===== src/rtl/alu_result_writeback_if.sv =====
// Handshake and bus signals between the ALU result writeback block, the ALU/control side
// and the 32-bit datapath bus.
interface alu_result_writeback_if;
    logic        start;
    logic [4:0]  opcode;
    logic [63:0] Z_in;
    logic        idle;
    logic        bus_valid;
    logic        bus_ready;
    logic [31:0] bus_out;
    logic [1:0]  dest_sel;

    // master: the ALU/control unit plus the bus consumer.
    modport master (
        output start, opcode, Z_in, bus_ready,
        input  idle, bus_valid, bus_out, dest_sel
    );

    // slave: the writeback block itself.
    modport slave (
        input  start, opcode, Z_in, bus_ready,
        output idle, bus_valid, bus_out, dest_sel
    );
endinterface


===== src/rtl/alu_result_writeback.sv =====
// Captures the 64-bit ALU result and streams it onto the 32-bit bus as LO/HI beats or
// one GPR beat, maintaining HI/LO. Optional macro WB_FLAGS_EN adds zero/neg flags.
module alu_result_writeback #(
    parameter logic [4:0]  MUL_OP         = 5'b10000,
    parameter logic [4:0]  DIV_OP         = 5'b01111,
    parameter int unsigned TIMEOUT_CYCLES = 0
) (
    input  logic                    clock,
    input  logic                    clear,
    alu_result_writeback_if.slave   wb,
    output logic [31:0]             HI_out,
    output logic [31:0]             LO_out,
    output logic                    done,
    output logic                    timeout_err
`ifdef WB_FLAGS_EN
    ,
    output logic                    zero_flag,
    output logic                    neg_flag
`endif
);
    localparam int CW = (TIMEOUT_CYCLES > 1) ? $clog2(TIMEOUT_CYCLES + 1) : 1;
    localparam logic [CW-1:0] STALL_LAST = CW'((TIMEOUT_CYCLES == 0) ? 0 : TIMEOUT_CYCLES - 1);

    typedef enum logic [2:0] {
        S_IDLE,
        S_SEND_LO,
        S_SEND_HI,
        S_SEND_GP,
        S_DONE
    } state_t;

    state_t        state_q;
    logic [31:0]   zhi_q;
    logic [31:0]   zlo_q;
    logic [31:0]   hi_q;
    logic [31:0]   lo_q;
    logic [31:0]   bus_out_q;
    logic [1:0]    dest_q;
    logic          bus_valid_q;
    logic          idle_q;
    logic          done_q;
    logic          timeout_q;
    logic [CW-1:0] stall_q;
    logic          wide_d;
`ifdef WB_FLAGS_EN
    logic          zero_q;
    logic          neg_q;
`endif

    assign wide_d = (wb.opcode == MUL_OP) || (wb.opcode == DIV_OP);

    always_ff @(posedge clock or posedge clear) begin
        if (clear) begin
            state_q     <= S_IDLE;
            zhi_q       <= '0;
            zlo_q       <= '0;
            hi_q        <= '0;
            lo_q        <= '0;
            bus_out_q   <= '0;
            dest_q      <= 2'b00;
            bus_valid_q <= 1'b0;
            idle_q      <= 1'b1;
            done_q      <= 1'b0;
            timeout_q   <= 1'b0;
            stall_q     <= '0;
`ifdef WB_FLAGS_EN
            zero_q      <= 1'b0;
            neg_q       <= 1'b0;
`endif
        end else begin
            done_q    <= 1'b0;
            timeout_q <= 1'b0;
            case (state_q)
                S_IDLE: begin
                    if (wb.start) begin
                        zhi_q       <= wb.Z_in[63:32];
                        zlo_q       <= wb.Z_in[31:0];
                        // The first beat is always the low word, so load it straight from Z_in.
                        bus_out_q   <= wb.Z_in[31:0];
                        bus_valid_q <= 1'b1;
                        idle_q      <= 1'b0;
                        stall_q     <= '0;
                        state_q     <= wide_d ? S_SEND_LO : S_SEND_GP;
                        dest_q      <= wide_d ? 2'b01 : 2'b11;
`ifdef WB_FLAGS_EN
                        zero_q      <= wide_d ? (wb.Z_in == 64'd0) : (wb.Z_in[31:0] == 32'd0);
                        neg_q       <= wide_d ? wb.Z_in[63] : wb.Z_in[31];
`endif
                    end
                end
                S_SEND_LO, S_SEND_HI, S_SEND_GP: begin
                    if (wb.bus_ready) begin
                        stall_q <= '0;
                        if (state_q == S_SEND_LO) begin
                            lo_q      <= zlo_q;
                            bus_out_q <= zhi_q;
                            dest_q    <= 2'b10;
                            state_q   <= S_SEND_HI;
                        end else begin
                            if (state_q == S_SEND_HI) begin
                                hi_q <= zhi_q;
                            end
                            bus_valid_q <= 1'b0;
                            dest_q      <= 2'b00;
                            done_q      <= 1'b1;
                            state_q     <= S_DONE;
                        end
                    end else if (TIMEOUT_CYCLES != 0) begin
                        // Abort drops the untransferred beats; HI/LO keep what already landed.
                        if (stall_q == STALL_LAST) begin
                            stall_q     <= '0;
                            bus_valid_q <= 1'b0;
                            dest_q      <= 2'b00;
                            timeout_q   <= 1'b1;
                            idle_q      <= 1'b1;
                            state_q     <= S_IDLE;
                        end else begin
                            stall_q <= stall_q + 1'b1;
                        end
                    end
                end
                S_DONE: begin
                    idle_q  <= 1'b1;
                    state_q <= S_IDLE;
                end
                default: begin
                    bus_valid_q <= 1'b0;
                    dest_q      <= 2'b00;
                    idle_q      <= 1'b1;
                    state_q     <= S_IDLE;
                end
            endcase
        end
    end

    assign wb.idle      = idle_q;
    assign wb.bus_valid = bus_valid_q;
    assign wb.bus_out   = bus_out_q;
    assign wb.dest_sel  = dest_q;
    assign HI_out       = hi_q;
    assign LO_out       = lo_q;
    assign done         = done_q;
    assign timeout_err  = timeout_q;
`ifdef WB_FLAGS_EN
    assign zero_flag    = zero_q;
    assign neg_flag     = neg_q;
`endif
endmodule


===== src/flat_wrapper.sv =====
// flat-port wrapper written by rule: the top's interface ports become plain ports
module alu_result_writeback_flat 
#(
    parameter logic [4:0]  MUL_OP         = 5'b10000,
    parameter logic [4:0]  DIV_OP         = 5'b01111,
    parameter int unsigned TIMEOUT_CYCLES = 0
)
  (clock, clear, HI_out, LO_out, done, timeout_err, wb_start, wb_opcode, wb_Z_in, wb_bus_ready, wb_idle, wb_bus_valid, wb_bus_out, wb_dest_sel);
  alu_result_writeback_if wb_i ();
  input  logic clock;
  input  logic clear;
  output logic [31:0] HI_out;
  output logic [31:0] LO_out;
  output logic done;
  output logic timeout_err;
  input wire logic [$bits(wb_i.start)-1:0] wb_start;
  input wire logic [$bits(wb_i.opcode)-1:0] wb_opcode;
  input wire logic [$bits(wb_i.Z_in)-1:0] wb_Z_in;
  input wire logic [$bits(wb_i.bus_ready)-1:0] wb_bus_ready;
  output wire logic [$bits(wb_i.idle)-1:0] wb_idle;
  output wire logic [$bits(wb_i.bus_valid)-1:0] wb_bus_valid;
  output wire logic [$bits(wb_i.bus_out)-1:0] wb_bus_out;
  output wire logic [$bits(wb_i.dest_sel)-1:0] wb_dest_sel;
  assign wb_i.start = wb_start;
  assign wb_i.opcode = wb_opcode;
  assign wb_i.Z_in = wb_Z_in;
  assign wb_i.bus_ready = wb_bus_ready;
  assign wb_idle = wb_i.idle;
  assign wb_bus_valid = wb_i.bus_valid;
  assign wb_bus_out = wb_i.bus_out;
  assign wb_dest_sel = wb_i.dest_sel;
  alu_result_writeback #(.MUL_OP(MUL_OP), .DIV_OP(DIV_OP), .TIMEOUT_CYCLES(TIMEOUT_CYCLES)) u_core (.clock(clock), .clear(clear), .wb(wb_i), .HI_out(HI_out), .LO_out(LO_out), .done(done), .timeout_err(timeout_err));
endmodule

===== config.mk =====
export PLATFORM = sky130hd
export DESIGN_NAME = alu_result_writeback_flat
export DESIGN_NICKNAME = d
export VERILOG_FILES = /design/src/rtl/alu_result_writeback_if.sv /design/src/rtl/alu_result_writeback.sv /design/src/flat_wrapper.sv
export SDC_FILE = /design/constraint.sdc
export NUM_CORES = 1
export LEC_CHECK = 0
export ABC_AREA = 1
export ABC_CLOCK_PERIOD_IN_PS = 6350
export CAP_MARGIN = 20
export CORE_MARGIN = 1.5
export CORE_UTILIZATION = 40
export DETAILED_ROUTE_END_ITERATION = 7
export HOLD_SLACK_MARGIN = 0.15
export PLACE_DENSITY = 0.67
export SYNTH_ARGS = -nofsm -noshare
export SYNTH_HDL_FRONTEND = slang
export SYNTH_SLANG_ARGS = --single-unit

===== constraint.sdc =====
create_clock -name clock -period 6.35 [get_ports clock]
set_clock_uncertainty 0.15 [all_clocks]
set_input_delay 0.9525 -clock clock [delete_from_list [all_inputs] [get_ports clock]]
set_output_delay 0.9525 -clock clock [all_outputs]
set_load 0.005 [all_outputs]

* Yosys cells after proc, flatten, opt, wreduce, memory -nomap -nowiden
Index checks and enable logic that the tools add are counted.
** Storage, ports and cells
- Register bits after elaboration :: 168
- Latch bits :: 0
- Bits in writable memories :: 0
- ROM bits :: 0
- Input port bits :: 73
- Output and inout bits :: 102
- Memories kept :: 0
** Cells by class
- Add/sub/neg operators :: 0
- $mul :: 0
- Divide/modulo/power cells :: 0
- Magnitude comparators :: 0
- Eq/ne operators :: 10
- Shift-type cells :: 0
- Muxes and demuxes :: 23
- Bitwise gates (word level) :: 3
- Reductions and logical operators :: 12
** Operators by type and width (number)
- $mux W32 :: 3
- $pmux W32 S2 :: 1
- $reduce_and A4 Y1 :: 3
- $mux W2 :: 5
- $mux W3 :: 3
- $mux W1 :: 7
- $eq A3 B2 Y1 const B :: 2
- $ne A2 B2 Y1 const B :: 3
- $pmux W2 S3 :: 1
- $pmux W3 S2 :: 1
- $reduce_and A2 Y1 :: 3
- $reduce_and A3 Y1 :: 2
- $eq A5 B4 Y1 const B :: 1
- $eq A5 B5 Y1 const B :: 1
- $eq A3 B1 Y1 const B :: 1
- $eq A3 B3 Y1 const B :: 1
- $logic_not A3 Y1 :: 1
- $not A1 Y1 :: 3
- $pmux W1 S3 :: 1
- $reduce_or A3 Y1 :: 1
- $ne A2 B1 Y1 const B :: 1
- $pmux W1 S2 :: 1
- $reduce_bool A2 Y1 :: 1
- $logic_or A1 B1 Y1 :: 1

* Logic depth before layout (Yosys ltp)
- Word-level depth :: 5
- Depth in mapped cells :: 9
- Gate-level depth less buffers :: 8

* Worst setup path after synthesis
Ideal clock, no wire load.
- Path type :: input to register
- Start point :: input wb_bus_ready
- End point :: register u_core.bus_out_q[0] (netlist: u_core.wb.bus_out[0])
- Library setup time :: 0.116 ns
- Data arrival time :: 1.592 ns
- Data required time :: 6.084 ns
- Slack :: 4.492 ns
- Stages :: 8
- Cell sequence :: inv_1 nand3_1 nand2_2 inv_1 nand2_2 buf_6 nand2_1 nand2_1
** Between the ends
- Cells in the longest elaborated chain, start to end :: 2
** Ends and longest elaborated chain
- from (decl) :: RTL line flat_wrapper.sv:19 : input wire logic [$bits(wb_i.bus_ready)-1:0] wb_bus_ready;
- $ne A2 B2 Y1 (no source line)
- $reduce_and A4 Y1 (no source line)
- to (signal assigned) :: RTL line alu_result_writeback.sv:79 : bus_out_q <= wb.Z_in[31:0];
- to (signal assigned) :: RTL line alu_result_writeback.sv:96 : bus_out_q <= zhi_q;
- to (decl) :: RTL line alu_result_writeback.sv:37 : logic [31:0] bus_out_q;
No other way between the ends.
A chain may end at the register's enable or synchronous reset.

* Final worst setup path
- Start point :: input wb_start
- End point :: register u_core.state_q[0]
** Between the ends
- Cells in the longest elaborated chain, start to end :: 2
** Ends and longest elaborated chain
- from (decl) :: RTL line flat_wrapper.sv:16 : input wire logic [$bits(wb_i.start)-1:0] wb_start;
- $ne A2 B2 Y1 (no source line)
- $reduce_and A2 Y1 (no source line)
- to (signal assigned) :: RTL line alu_result_writeback.sv:83 : state_q <= wide_d ? S_SEND_LO : S_SEND_GP;
- to (decl) :: RTL line alu_result_writeback.sv:32 : state_t state_q;
No other way between the ends.

==> impl_metrics.tcl <==
set metrics [dict create \
    drive_above_1_share_pct 6.39 \
    placed_area_mm2 0.00854 \
    worst-endpoint-required_ns 6.45 \
    row_count 47 \
    fmax_mhz 365 \
    clk_latency_ns 0.42 \
    grt_pass1_wl_mm 26.7 \
    ioPinCount 175 \
    cts_resized 0 \
    grt_pass1_vias 4894 \
    start_util_pct 41.0 \
    setup_tns_ns 0 \
    synth_top_area_share_pct 61.4 \
    instances_no_fill 1129 \
    drcViolationCount 0 \
    final_cell_mix "nand2_1 (208), clkdlybuf4s50_1 (173), dfrtp_1 (167), inv_1 (72)" \
    design_area_mm2 0.00918 \
    area_delta_synth_final_pct 34.9 \
    maxCapViolCount 0 \
    cp-end-kind "flip-flop" \
    overflow 0 \
    dpl.cell_count 1096 \
    postCtsSetupBuffers 0 \
    worstPathArrival_ns 2.84 \
    finish.net_count 969 \
    cp_cell_sequence "clkdlybuf4s50_1 -> nand2_4 -> buf_4 -> o21ai_0" \
    synth_cell_types 21 \
    fillers 1545 \
    final_common_cell "nand2_1" \
    syn_nets 811 \
    cts_max_level 4 \
    min_path_type "flip-flop to flip-flop" \
    yosysTopAreaCell "dfrtp_1" \
    clockBufferDepth 2 \
    worstSetupPathType "primary input to flip-flop" \
    gp_congestion 0.804 \
    clock_sinks 168 \
    period_needed_ns 2.74 \
    setup_violations 0 \
    status "finished clean" \
    drt-total-wl_mm 17.0 \
    worst_pin_slew_ns 1.02 \
    critPathBufInv 2 \
    ant_nets 0 \
    p_leak_nw 4.48 \
    grt_max_degree 76 \
    grt_usage_pct 19.6 \
    cts_tree "yes" \
    worst_ir_drop_vdd_uv 248 \
    num_vias 5235 \
    clockRootBuffer "clkbuf_16" \
    min_period_over_period_pct 43.1 \
    hpwl_mm 11.5 \
    syn_area_mm2 0.00680 \
    io_buffers 173 \
    core_mm2 0.0166 \
    fp.dieW_um 133 \
    netlist_instances 738 \
    yosysWarnings 0 \
    synth-seq-cells 168 \
    drt_pass1_iterations 5 \
    cp_slowest_stage_delay_ns 0.68 \
    cp_max_fo 75 \
    powerDensity_mw_per_mm2 536 \
    rsz0062_at_grt "no" \
    drv_slew 0 \
    postSynthAreaPerCell_um2 9.22 \
    ys_top_cells_by_area "dfrtp_1 (61%), nand2_1 (11%), o21ai_0 (5.0%)" \
    viasPerCell 4.64 \
    clkTransAtPathRegs_ns 0.06 \
    ys_seq_area_share_pct 61.8 \
    die_area_mm2 0.0178 \
    drtIter0Drc 379 \
    power_mw 4.92 \
    crit_family "buffers and inverters" \
    ctsHoldBuffers 0 \
    wl_per_cell_um 15.0 \
    finalHoldViolCount 0 \
    crit_path_top_delay_cell "buf_4" \
    antenna_found_initial 1 \
    start_kind "primary input" \
    relSlewSlack_pct 31.6 \
    utilization_pct 55.4 \
    cts_buffers 17 \
    die_h_um 133 \
]
layout make-up:
class,instances,area (um2),area share (%)
sequential,168,4210,45.8
clock buffer,24,482,5.25
multi-input combinational,455,2000,21.8
timing repair buffer,178,1780,19.4
clock inverter,7,141,1.54
antenna,1,2.50,0.0273
inverter,76,290,3.16
tap,220,275,3.00
layer usage:
layer	GRT usage (%)	vias to the layer above	wire length [um]
li1	-	2617	-
met1	29.1	2484	8390
met2	29.0	118	7700
met3	3.84	16	687
met4	6.28	0	221
met5	0	-	0
sequential cells by signal, indices dropped and copies added, names as in the netlist:
register / flops
u_core.state_q: 3
u_core.zhi_q: 32
u_core.HI_out: 32
u_core.wb.idle: 1
u_core.wb.dest_sel: 2
u_core.zlo_q: 32
u_core.done: 1
u_core.LO_out: 32
u_core.wb.bus_valid: 1
u_core.wb.bus_out: 32
worst min-delay path, stage by stage, from the launching register on:
cell and delay, ns:
dfrtp_1 0.35, nand2_1 0.05, nand2_1 0.04
synthesized netlist by cell type:
cell type,n
conb_1,1
buf_4,5
o21ai_1,19
nor2_4,1
inv_1,73
o21ai_2,13
buf_6,17
nand2_1,208
o21ai_0,68
dfrtp_1,167
nor3_2,1
a21oi_1,64
nor2_1,68
nor3_1,1
inv_2,3
clkbuf_1,3
dfstp_2,1
buf_2,14
nand3_1,5
nand2_4,1
nand2_2,5
path summary, 6_finish.rpt:
| path | from | end | slack (ns) | depth (start not counted) |
|---|---|---|---|---|
| setup / recovery | wb_start | u_core.state_q[0] | 3.61 | 4 |
| setup reg to reg | u_core.state_q[2] | u_core.state_q[0] | 3.98 | 6 |
| hold / removal | u_core.wb.bus_out[9] | u_core.wb.bus_out[9] | 0.32 | 2 |
| hold reg to reg | u_core.wb.bus_out[9] | u_core.wb.bus_out[9] | 0.32 | 2 |
| max in group asynchronous | clear | u_core.zhi_q[2] | 4.08 | 3 |
| min in group asynchronous | clear | u_core.LO_out[4] | 0.85 | 2 |
through the flow:
stage,setup slack [ns],hold WS (ns)
3_5_place_dp,3.21,0.309
6_report,3.61,0.323
2_1_floorplan,0.702,0.315
4_1_cts,3.63,0.324
5_1_grt,3.46,0.347
3_3_place_gp,3.25,0.302
cell families after synthesis:
kind of cell	after synthesis	synth area share [%]
DFF	168	61.8
other	1	0.0551
and+or+nand+nor	290	16.6
AOI/OAI and AO/OA	164	12.8
buffers and inverters	115	8.75
power by group:
| group | leakage (nW) | internal (mW) | switching, mW | total (mW) |
|---|---|---|---|---|
| Clock | 0.301 | 0.688 | 0.402 | 1.09 |
| Sequential | 1.97 | 1.60 | 0.245 | 1.84 |
| Combinational | 2.22 | 0.942 | 1.05 | 1.99 |
| Total | 4.48 | 3.23 | 1.70 | 4.92 |
Power figures use the tool's default switching activity.
